**src/rtl/alu_pkg.sv**
```systemverilog
// Shared constants, ALU op encodings and the buffered operand entry.
// OPSTAGE_SNOOP_EN adds source tags to each entry for write-back snooping.
package alu_pkg;

    localparam int DATA_W  = 16;
    localparam int REG_CNT = 8;
    localparam int ADDR_W  = $clog2(REG_CNT);
    localparam int OP_W    = 3;

    typedef enum logic [OP_W-1:0] {
        OP_PASSB = 3'd0,
        OP_ADD   = 3'd1,
        OP_SUB   = 3'd2,
        OP_AND   = 3'd3,
        OP_OR    = 3'd4,
        OP_NOTB  = 3'd5
    } alu_op_e;

    typedef struct packed {
        logic [DATA_W-1:0] a;
        logic [DATA_W-1:0] b;
        logic [OP_W-1:0]   op;
        logic [ADDR_W-1:0] rd;
`ifdef OPSTAGE_SNOOP_EN
        logic [ADDR_W-1:0] rs;
        logic [ADDR_W-1:0] rt;
        logic              b_is_imm;
`endif
    } opstage_entry_t;

endpackage

```
**src/rtl/alu_operand_stage_if.sv**
```systemverilog
// Decode, write-back and ALU-side signals of the operand stage.
// slave is the stage itself, master is whoever drives it.
interface alu_operand_stage_if;
    import alu_pkg::*;

    logic              in_valid;
    logic              in_ready;
    logic [ADDR_W-1:0] in_rs;
    logic [ADDR_W-1:0] in_rt;
    logic [DATA_W-1:0] in_imm;
    logic              in_use_imm;
    logic [OP_W-1:0]   in_op;
    logic [ADDR_W-1:0] in_rd;
    logic              wb_en;
    logic [ADDR_W-1:0] wb_addr;
    logic [DATA_W-1:0] wb_data;
    logic              out_valid;
    logic              out_ready;
    logic [DATA_W-1:0] out_a;
    logic [DATA_W-1:0] out_b;
    logic [OP_W-1:0]   out_op;
    logic [ADDR_W-1:0] out_rd;

    modport slave (
        input  in_valid, in_rs, in_rt, in_imm, in_use_imm, in_op, in_rd,
        input  wb_en, wb_addr, wb_data, out_ready,
        output in_ready, out_valid, out_a, out_b, out_op, out_rd
    );

    modport master (
        output in_valid, in_rs, in_rt, in_imm, in_use_imm, in_op, in_rd,
        output wb_en, wb_addr, wb_data, out_ready,
        input  in_ready, out_valid, out_a, out_b, out_op, out_rd
    );

endinterface

```
**src/rtl/opstage_skid_buffer.sv**
```systemverilog
// Two-entry FIFO of operand entries; slot0 is always the head.
// With OPSTAGE_SNOOP_EN, resident operands follow register write-back.
module opstage_skid_buffer
    import alu_pkg::*;
(
    input  logic              clk,
    input  logic              rst_n,
    input  logic              in_valid,
    output logic              in_ready,
    input  opstage_entry_t    in_entry,
`ifdef OPSTAGE_SNOOP_EN
    input  logic              snoop_en,
    input  logic [ADDR_W-1:0] snoop_addr,
    input  logic [DATA_W-1:0] snoop_data,
`endif
    output logic              out_valid,
    input  logic              out_ready,
    output opstage_entry_t    out_entry
);

    opstage_entry_t slot0, slot1;
    opstage_entry_t h0, h1;
    opstage_entry_t s0_n, s1_n;
    logic [1:0]     count, cnt_n;
    logic           push, pop;

`ifdef OPSTAGE_SNOOP_EN
    function automatic opstage_entry_t snoop(opstage_entry_t e);
        opstage_entry_t r;
        r = e;
        if (snoop_en && snoop_addr != '0) begin
            if (e.rs == snoop_addr) r.a = snoop_data;
            if (!e.b_is_imm && e.rt == snoop_addr) r.b = snoop_data;
        end
        return r;
    endfunction
`endif

    assign push = in_valid && in_ready;
    assign pop  = out_valid && out_ready;

    always_comb begin
`ifdef OPSTAGE_SNOOP_EN
        h0 = snoop(slot0);
        h1 = snoop(slot1);
`else
        h0 = slot0;
        h1 = slot1;
`endif
        s0_n  = h0;
        s1_n  = h1;
        cnt_n = count;
        case ({push, pop})
            2'b10: begin
                if (count == 2'd0) s0_n = in_entry;
                else               s1_n = in_entry;
                cnt_n = count + 2'd1;
            end
            2'b01: begin
                s0_n  = h1;
                cnt_n = count - 2'd1;
            end
            2'b11: begin
                // push needs !full and pop needs !empty, so count is 1 here
                s0_n = in_entry;
            end
            default: ;
        endcase
    end

    always_ff @(posedge clk or negedge rst_n) begin
        if (!rst_n) begin
            slot0     <= '0;
            slot1     <= '0;
            count     <= 2'd0;
            in_ready  <= 1'b1;
            out_valid <= 1'b0;
        end else begin
            slot0     <= s0_n;
            slot1     <= s1_n;
            count     <= cnt_n;
            in_ready  <= (cnt_n != 2'd2);
            out_valid <= (cnt_n != 2'd0);
        end
    end

    assign out_entry = slot0;

endmodule

```
**src/rtl/alu_operand_stage.sv**
```systemverilog
// Register file, operand select with write-back bypass, and skid buffer to the ALU.
// OPSTAGE_SNOOP_EN forwards write-back into entries already buffered.
module alu_operand_stage
    import alu_pkg::*;
(
    input  logic                clk,
    input  logic                rst_n,
    alu_operand_stage_if.slave  bus
);

    logic [DATA_W-1:0] regs [REG_CNT];
    logic [DATA_W-1:0] a_val, b_val;
    opstage_entry_t    new_entry, head;

    always_ff @(posedge clk or negedge rst_n) begin
        if (!rst_n) begin
            for (int i = 0; i < REG_CNT; i++) regs[i] <= '0;
        end else if (bus.wb_en && bus.wb_addr != '0) begin
            regs[bus.wb_addr] <= bus.wb_data;
        end
    end

    // R0 is hardwired zero; a write landing this edge is forwarded
    always_comb begin
        a_val = regs[bus.in_rs];
        if (bus.in_rs == '0)
            a_val = '0;
        else if (bus.wb_en && bus.wb_addr == bus.in_rs)
            a_val = bus.wb_data;
        b_val = regs[bus.in_rt];
        if (bus.in_use_imm)
            b_val = bus.in_imm;
        else if (bus.in_rt == '0)
            b_val = '0;
        else if (bus.wb_en && bus.wb_addr == bus.in_rt)
            b_val = bus.wb_data;
    end

    always_comb begin
        new_entry    = '0;
        new_entry.a  = a_val;
        new_entry.b  = b_val;
        new_entry.op = bus.in_op;
        new_entry.rd = bus.in_rd;
`ifdef OPSTAGE_SNOOP_EN
        new_entry.rs       = bus.in_rs;
        new_entry.rt       = bus.in_rt;
        new_entry.b_is_imm = bus.in_use_imm;
`endif
    end

    opstage_skid_buffer u_skid (
        .clk        (clk),
        .rst_n      (rst_n),
        .in_valid   (bus.in_valid),
        .in_ready   (bus.in_ready),
        .in_entry   (new_entry),
`ifdef OPSTAGE_SNOOP_EN
        .snoop_en   (bus.wb_en),
        .snoop_addr (bus.wb_addr),
        .snoop_data (bus.wb_data),
`endif
        .out_valid  (bus.out_valid),
        .out_ready  (bus.out_ready),
        .out_entry  (head)
    );

    assign bus.out_a  = head.a;
    assign bus.out_b  = head.b;
    assign bus.out_op = head.op;
    assign bus.out_rd = head.rd;

endmodule

```
**src/flat_wrapper.sv**
```systemverilog
// flat-port wrapper written by rule: the top's interface ports become plain ports
module alu_operand_stage_flat import alu_pkg::*;
  (clk, rst_n, bus_in_valid, bus_in_rs, bus_in_rt, bus_in_imm, bus_in_use_imm, bus_in_op, bus_in_rd, bus_wb_en, bus_wb_addr, bus_wb_data, bus_out_ready, bus_in_ready, bus_out_valid, bus_out_a, bus_out_b, bus_out_op, bus_out_rd);
  alu_operand_stage_if bus_i ();
  input  logic clk;
  input  logic rst_n;
  input wire logic [$bits(bus_i.in_valid)-1:0] bus_in_valid;
  input wire logic [$bits(bus_i.in_rs)-1:0] bus_in_rs;
  input wire logic [$bits(bus_i.in_rt)-1:0] bus_in_rt;
  input wire logic [$bits(bus_i.in_imm)-1:0] bus_in_imm;
  input wire logic [$bits(bus_i.in_use_imm)-1:0] bus_in_use_imm;
  input wire logic [$bits(bus_i.in_op)-1:0] bus_in_op;
  input wire logic [$bits(bus_i.in_rd)-1:0] bus_in_rd;
  input wire logic [$bits(bus_i.wb_en)-1:0] bus_wb_en;
  input wire logic [$bits(bus_i.wb_addr)-1:0] bus_wb_addr;
  input wire logic [$bits(bus_i.wb_data)-1:0] bus_wb_data;
  input wire logic [$bits(bus_i.out_ready)-1:0] bus_out_ready;
  output wire logic [$bits(bus_i.in_ready)-1:0] bus_in_ready;
  output wire logic [$bits(bus_i.out_valid)-1:0] bus_out_valid;
  output wire logic [$bits(bus_i.out_a)-1:0] bus_out_a;
  output wire logic [$bits(bus_i.out_b)-1:0] bus_out_b;
  output wire logic [$bits(bus_i.out_op)-1:0] bus_out_op;
  output wire logic [$bits(bus_i.out_rd)-1:0] bus_out_rd;
  assign bus_i.in_valid = bus_in_valid;
  assign bus_i.in_rs = bus_in_rs;
  assign bus_i.in_rt = bus_in_rt;
  assign bus_i.in_imm = bus_in_imm;
  assign bus_i.in_use_imm = bus_in_use_imm;
  assign bus_i.in_op = bus_in_op;
  assign bus_i.in_rd = bus_in_rd;
  assign bus_i.wb_en = bus_wb_en;
  assign bus_i.wb_addr = bus_wb_addr;
  assign bus_i.wb_data = bus_wb_data;
  assign bus_i.out_ready = bus_out_ready;
  assign bus_in_ready = bus_i.in_ready;
  assign bus_out_valid = bus_i.out_valid;
  assign bus_out_a = bus_i.out_a;
  assign bus_out_b = bus_i.out_b;
  assign bus_out_op = bus_i.out_op;
  assign bus_out_rd = bus_i.out_rd;
  alu_operand_stage u_core (.clk(clk), .rst_n(rst_n), .bus(bus_i));
endmodule
```
**config.mk**
```make
export PLATFORM = sky130hd
export DESIGN_NAME = alu_operand_stage_flat
export DESIGN_NICKNAME = d
export VERILOG_FILES = /design/src/rtl/alu_pkg.sv /design/src/rtl/alu_operand_stage_if.sv /design/src/rtl/opstage_skid_buffer.sv /design/src/rtl/alu_operand_stage.sv /design/src/flat_wrapper.sv
export SDC_FILE = /design/constraint.sdc
export NUM_CORES = 1
export LEC_CHECK = 0
export ABC_AREA = 1
export BUFFER_PORTS_ARGS = -buffer_cell sky130_fd_sc_hd__buf_4
export CAP_MARGIN = 20
export CELL_PAD_IN_SITES_DETAIL_PLACEMENT = 1
export CELL_PAD_IN_SITES_GLOBAL_PLACEMENT = 1
export CORE_MARGIN = 2
export CORE_UTILIZATION = 25
export CTS_CLUSTER_DIAMETER = 30
export CTS_CLUSTER_SIZE = 16
export DETAILED_ROUTE_END_ITERATION = 8
export GPL_TIMING_DRIVEN = 0
export PLACE_DENSITY = 0.57
export SETUP_SLACK_MARGIN = 0.1
export SYNTH_ARGS = -nofsm -noshare
export SYNTH_HDL_FRONTEND = slang
export SYNTH_SLANG_ARGS = --single-unit
```
**constraint.sdc**
```tcl
create_clock -name clk -period 2 [get_ports clk]
set_input_delay 0.1 -clock clk [delete_from_list [all_inputs] [get_ports clk]]
set_output_delay 0.1 -clock clk [all_outputs]
set_load 0.01 [all_outputs]
```
==> results.txt <==
The fraction of layout cells with a size suffix above 1 is 0.163. The arrival time at the worst endpoint is 2260 ps. Hold is met by 21.5 ps. Setup repair after global routing left no endpoint under its margin. The capturing element type of the critical path is a flip-flop. The number of inserted diodes came out at 0. TritonCTS built the clock tree. The worst-case IR drop observed on VDD is 0.000631 V. The analysis attributes to cell leakage a power of 7.45 nW. The number of failing hold endpoints at the final stage is 0. For the worst-skew pair, the clock arrives at the later sink with an insertion delay of 600 ps. The final core utilization is 0.341. The half-perimeter wire length of the detailed placement result is 33900 um. The number of input and output port buffers inserted came out at 87. The floorplan die width came out at 215 um. In this design, the critical path's most frequently occurring cell is sky130_fd_sc_hd__or2_2. The share of synthesized flip-flops with an asynchronous set or reset came out at 1.00.

The fraction of synthesized cell area taken by the top area cell type is 0.465. The boundary pin count is 93. Headroom to the max-slew limit came out at 0.457. The area added between synthesis and finish came out at 35.1%. The largest total area in the synthesized netlist belongs to sky130_fd_sc_hd__dfrtp_1. The final route contains 11283 vias. The power per unit of standard cell area came out at 1400 mW/mm^2. When the netlist entered floorplanning its net count stood at 1605. The clock tree synthesis step divided the H-tree into 2 levels.

Entering global routing, the biggest net connects 115 pins. The commonest cells after synthesis are 606 x sky130_fd_sc_hd__nand2_1, 256 x sky130_fd_sc_hd__nand3_1, 207 x sky130_fd_sc_hd__dfrtp_1, 105 x sky130_fd_sc_hd__nor2_1, 102 x sky130_fd_sc_hd__o21ai_0. The slew at the pin closest to its max-slew limit came out at 815 ps. For this run, the leading register cell type out of synthesis is sky130_fd_sc_hd__dfrtp_1.

The synthesized netlist cell count came out at 1549. The average vias per placed instance is 4.77. The y dimension of the die is 215 um. The count of synthesis-stage warnings from yosys came out at 0. The count of antenna-violating nets left after detailed routing is 0.

The mean cell area of the mapped netlist is 7.19 um^2. STA classifies the critical path startpoint as a flip-flop. The number of remaining DRC errors is 0. Post-CTS timing repair inserted 0 buffers for setup.

The effective utilization at floorplan came out at 0.252. The wire length per cell after detailed routing is 20.3 um. Sorting the synthesized cells by area gives the leading types as sky130_fd_sc_hd__dfrtp_1 47%, sky130_fd_sc_hd__nand2_1 20%, sky130_fd_sc_hd__nand3_1 12%.

The maximum clock insertion buffer count came out at 3. Of the available clock period, the critical path in the final layout requires 0.896. The most common cell in the synthesized netlist is sky130_fd_sc_hd__nand2_1.

The number of fillers in the final layout came out at 5390. The clock net sink count came out at 208. Summing every instance area after synthesis gives 0.0111 mm^2. In the final design database the tool counted 1781 nets. The number of distinct library cells after synthesis is 30. Of the synthesized area, sequential elements account for 0.467. By startpoint and endpoint, the worst setup path is classified as flip-flop to flip-flop.

Traced cell by cell, the critical path runs through nand2_1, ha_2, or2_2, nand3_1, xnor2_1, or2_2. The core footprint is 0.0441 mm^2. The CTS root buffer is sky130_fd_sc_hd__clkbuf_16. The number of flops mapped to enable cells by yosys came out at 0. After global routing the overflow that remains totals 0.

The clock edge transition at the registers on the reported setup and hold paths came out at 40 ps. The final layout contains routed wiring with a total length of 48100 um. The cell with the biggest individual delay on the critical path is sky130_fd_sc_hd__dfstp_2.

The final setup violation count is 0. The first-pass GRT wire length is 73800 um. Synthesis inferred 208 register bits. The number of CTS-inserted buffers is 60. The timing-limited maximum frequency came out at 558 MHz. The length of the first detailed-routing pass in iterations came out at 5. Across the routed clock network, the largest skew measured is 16.4 ps.

The worst endpoint required time is 2470 ps. The area of the die is 0.0463 mm^2. The via count of the first global-routing pass is 11774. The final RePlAce weighted congestion is 0.856. The design draws 21.1 mW. The run finished with clean final reports. The max-slew violation total from the final report was 0.

The count of max-cap constraint violations is 0. For this run, the slowest stage of the critical path takes 520 ps. The shortest clock period the worst path allows after layout is 1790 ps. In the global route stage, overall resource usage came out at 0.211.

The final cell area excluding filler cells came out at 0.0151 mm^2. In this run the worst hold path is classified as input port to flip-flop. The largest fanout on the critical path is 9. The floorplan has 77 rows. The number of violations reported at the end of detailed-routing iteration 0 is 694. Once placement finished, the instance area stood at 0.0126 mm^2. The number of antenna violations at the first check in global routing is 0.
metrics by stage:
stage	std cells	TNS [ps]	worst slack, ps
after floorplan	1549	0	164
after global placement	2228	-191310	-895
after detailed placement	2229	-10830	-299
after CTS	2365	0	76.7
after global routing	2365	0	110
final	2365	0	208
placed cells by master (no fill, tap or decap), types with 6 or more instances in the layout:
cell	instances
sky130_fd_sc_hd__inv_1	56
sky130_fd_sc_hd__a21oi_1	16
sky130_fd_sc_hd__bufinv_16	11
sky130_fd_sc_hd__clkbuf_1	66
sky130_fd_sc_hd__buf_4	92
sky130_fd_sc_hd__o21ai_0	102
sky130_fd_sc_hd__clkbuf_8	13
sky130_fd_sc_hd__nand3_2	20
sky130_fd_sc_hd__buf_6	6
sky130_fd_sc_hd__clkinv_2	16
sky130_fd_sc_hd__buf_2	31
sky130_fd_sc_hd__o21ai_1	10
sky130_fd_sc_hd__nor2_1	105
sky130_fd_sc_hd__nand2_1	606
sky130_fd_sc_hd__dfrtp_1	207
sky130_fd_sc_hd__dlygate4sd3_1	27
sky130_fd_sc_hd__clkbuf_16	61
sky130_fd_sc_hd__a31oi_1	22
sky130_fd_sc_hd__nand3_1	256
where the power goes:
part	total, mW	internal, mW	switching [mW]
clock	10.1	7.25	2.83
sequential	6.23	5.43	0.797
combinational	4.77	1.89	2.88
total	21.1	14.6	6.51
area by class of cell:
type | instances | area (um^2) | share of cell area
sequential | 208 | 5210 | 0.346
multi-input combinational | 1159 | 5170 | 0.343
clock buffer | 81 | 1700 | 0.113
timing repair buffer | 115 | 958 | 0.0637
tap | 592 | 741 | 0.0492
buffer | 117 | 601 | 0.0399
clock inverter | 29 | 428 | 0.0284
inverter | 64 | 250 | 0.0166
routing by layer:
layer / GRT usage / wire [um]
met5: 0 / 0
met4: 0.0655 / 1230
met2: 0.349 / 22500
met3: 0.0355 / 1980
met1: 0.281 / 22400
sequential cells by signal (all words and copies together) (netlist names):
register,count
u_core.u_skid.out_entry,38
u_core.regs,128
u_core.u_skid.h1,38
u_core.u_skid.in_ready,1
u_core.u_skid.count,2
u_core.u_skid.out_valid,1
worst max-delay path, delay by kind of cell (launching register included):
kind / cells / cell delay [ps]
and+or+nand+nor: 4 / 770
DFF: 1 / 520
xor gates and xnor gates: 1 / 100
adders and majority gates: 1 / 280
repair_timing:
action                     in CTS  in global routing
gates resized for setup        30                 13
setup endpoints to repair      73                 67
hold buffers                   27                  0
hold endpoints to repair      142                  0
logic make-up after synthesis:
logic type                 after synthesis  share of synthesized area
AOI/OAI and AO/OA                      153                     0.0737
xor gates and xnor gates                 4                    0.00315
adders and majority gates                3                    0.00337
buffers and inverters                  182                     0.0698
DFF                                    208                      0.467
and+or+nand+nor                        999                      0.383
path summary, 6_finish.rpt:
kind	start	endpoint	slack [ps]	depth (start not counted)
hold reg to reg	u_core.u_skid.h1[1]	u_core.u_skid.h1[1]	470	2
setup / recovery	u_core.u_skid.in_ready	u_core.u_skid.out_valid	210	6
min in group asynchronous	rst_n	u_core.u_skid.out_entry[11]	100	2
max in group asynchronous	rst_n	u_core.regs[125]	810	3
setup reg to reg	u_core.u_skid.in_ready	u_core.u_skid.out_valid	210	6
hold / removal	bus_wb_data[11]	u_core.regs[11]	20	3
Note: power is estimated with default switching activity, not from simulation.
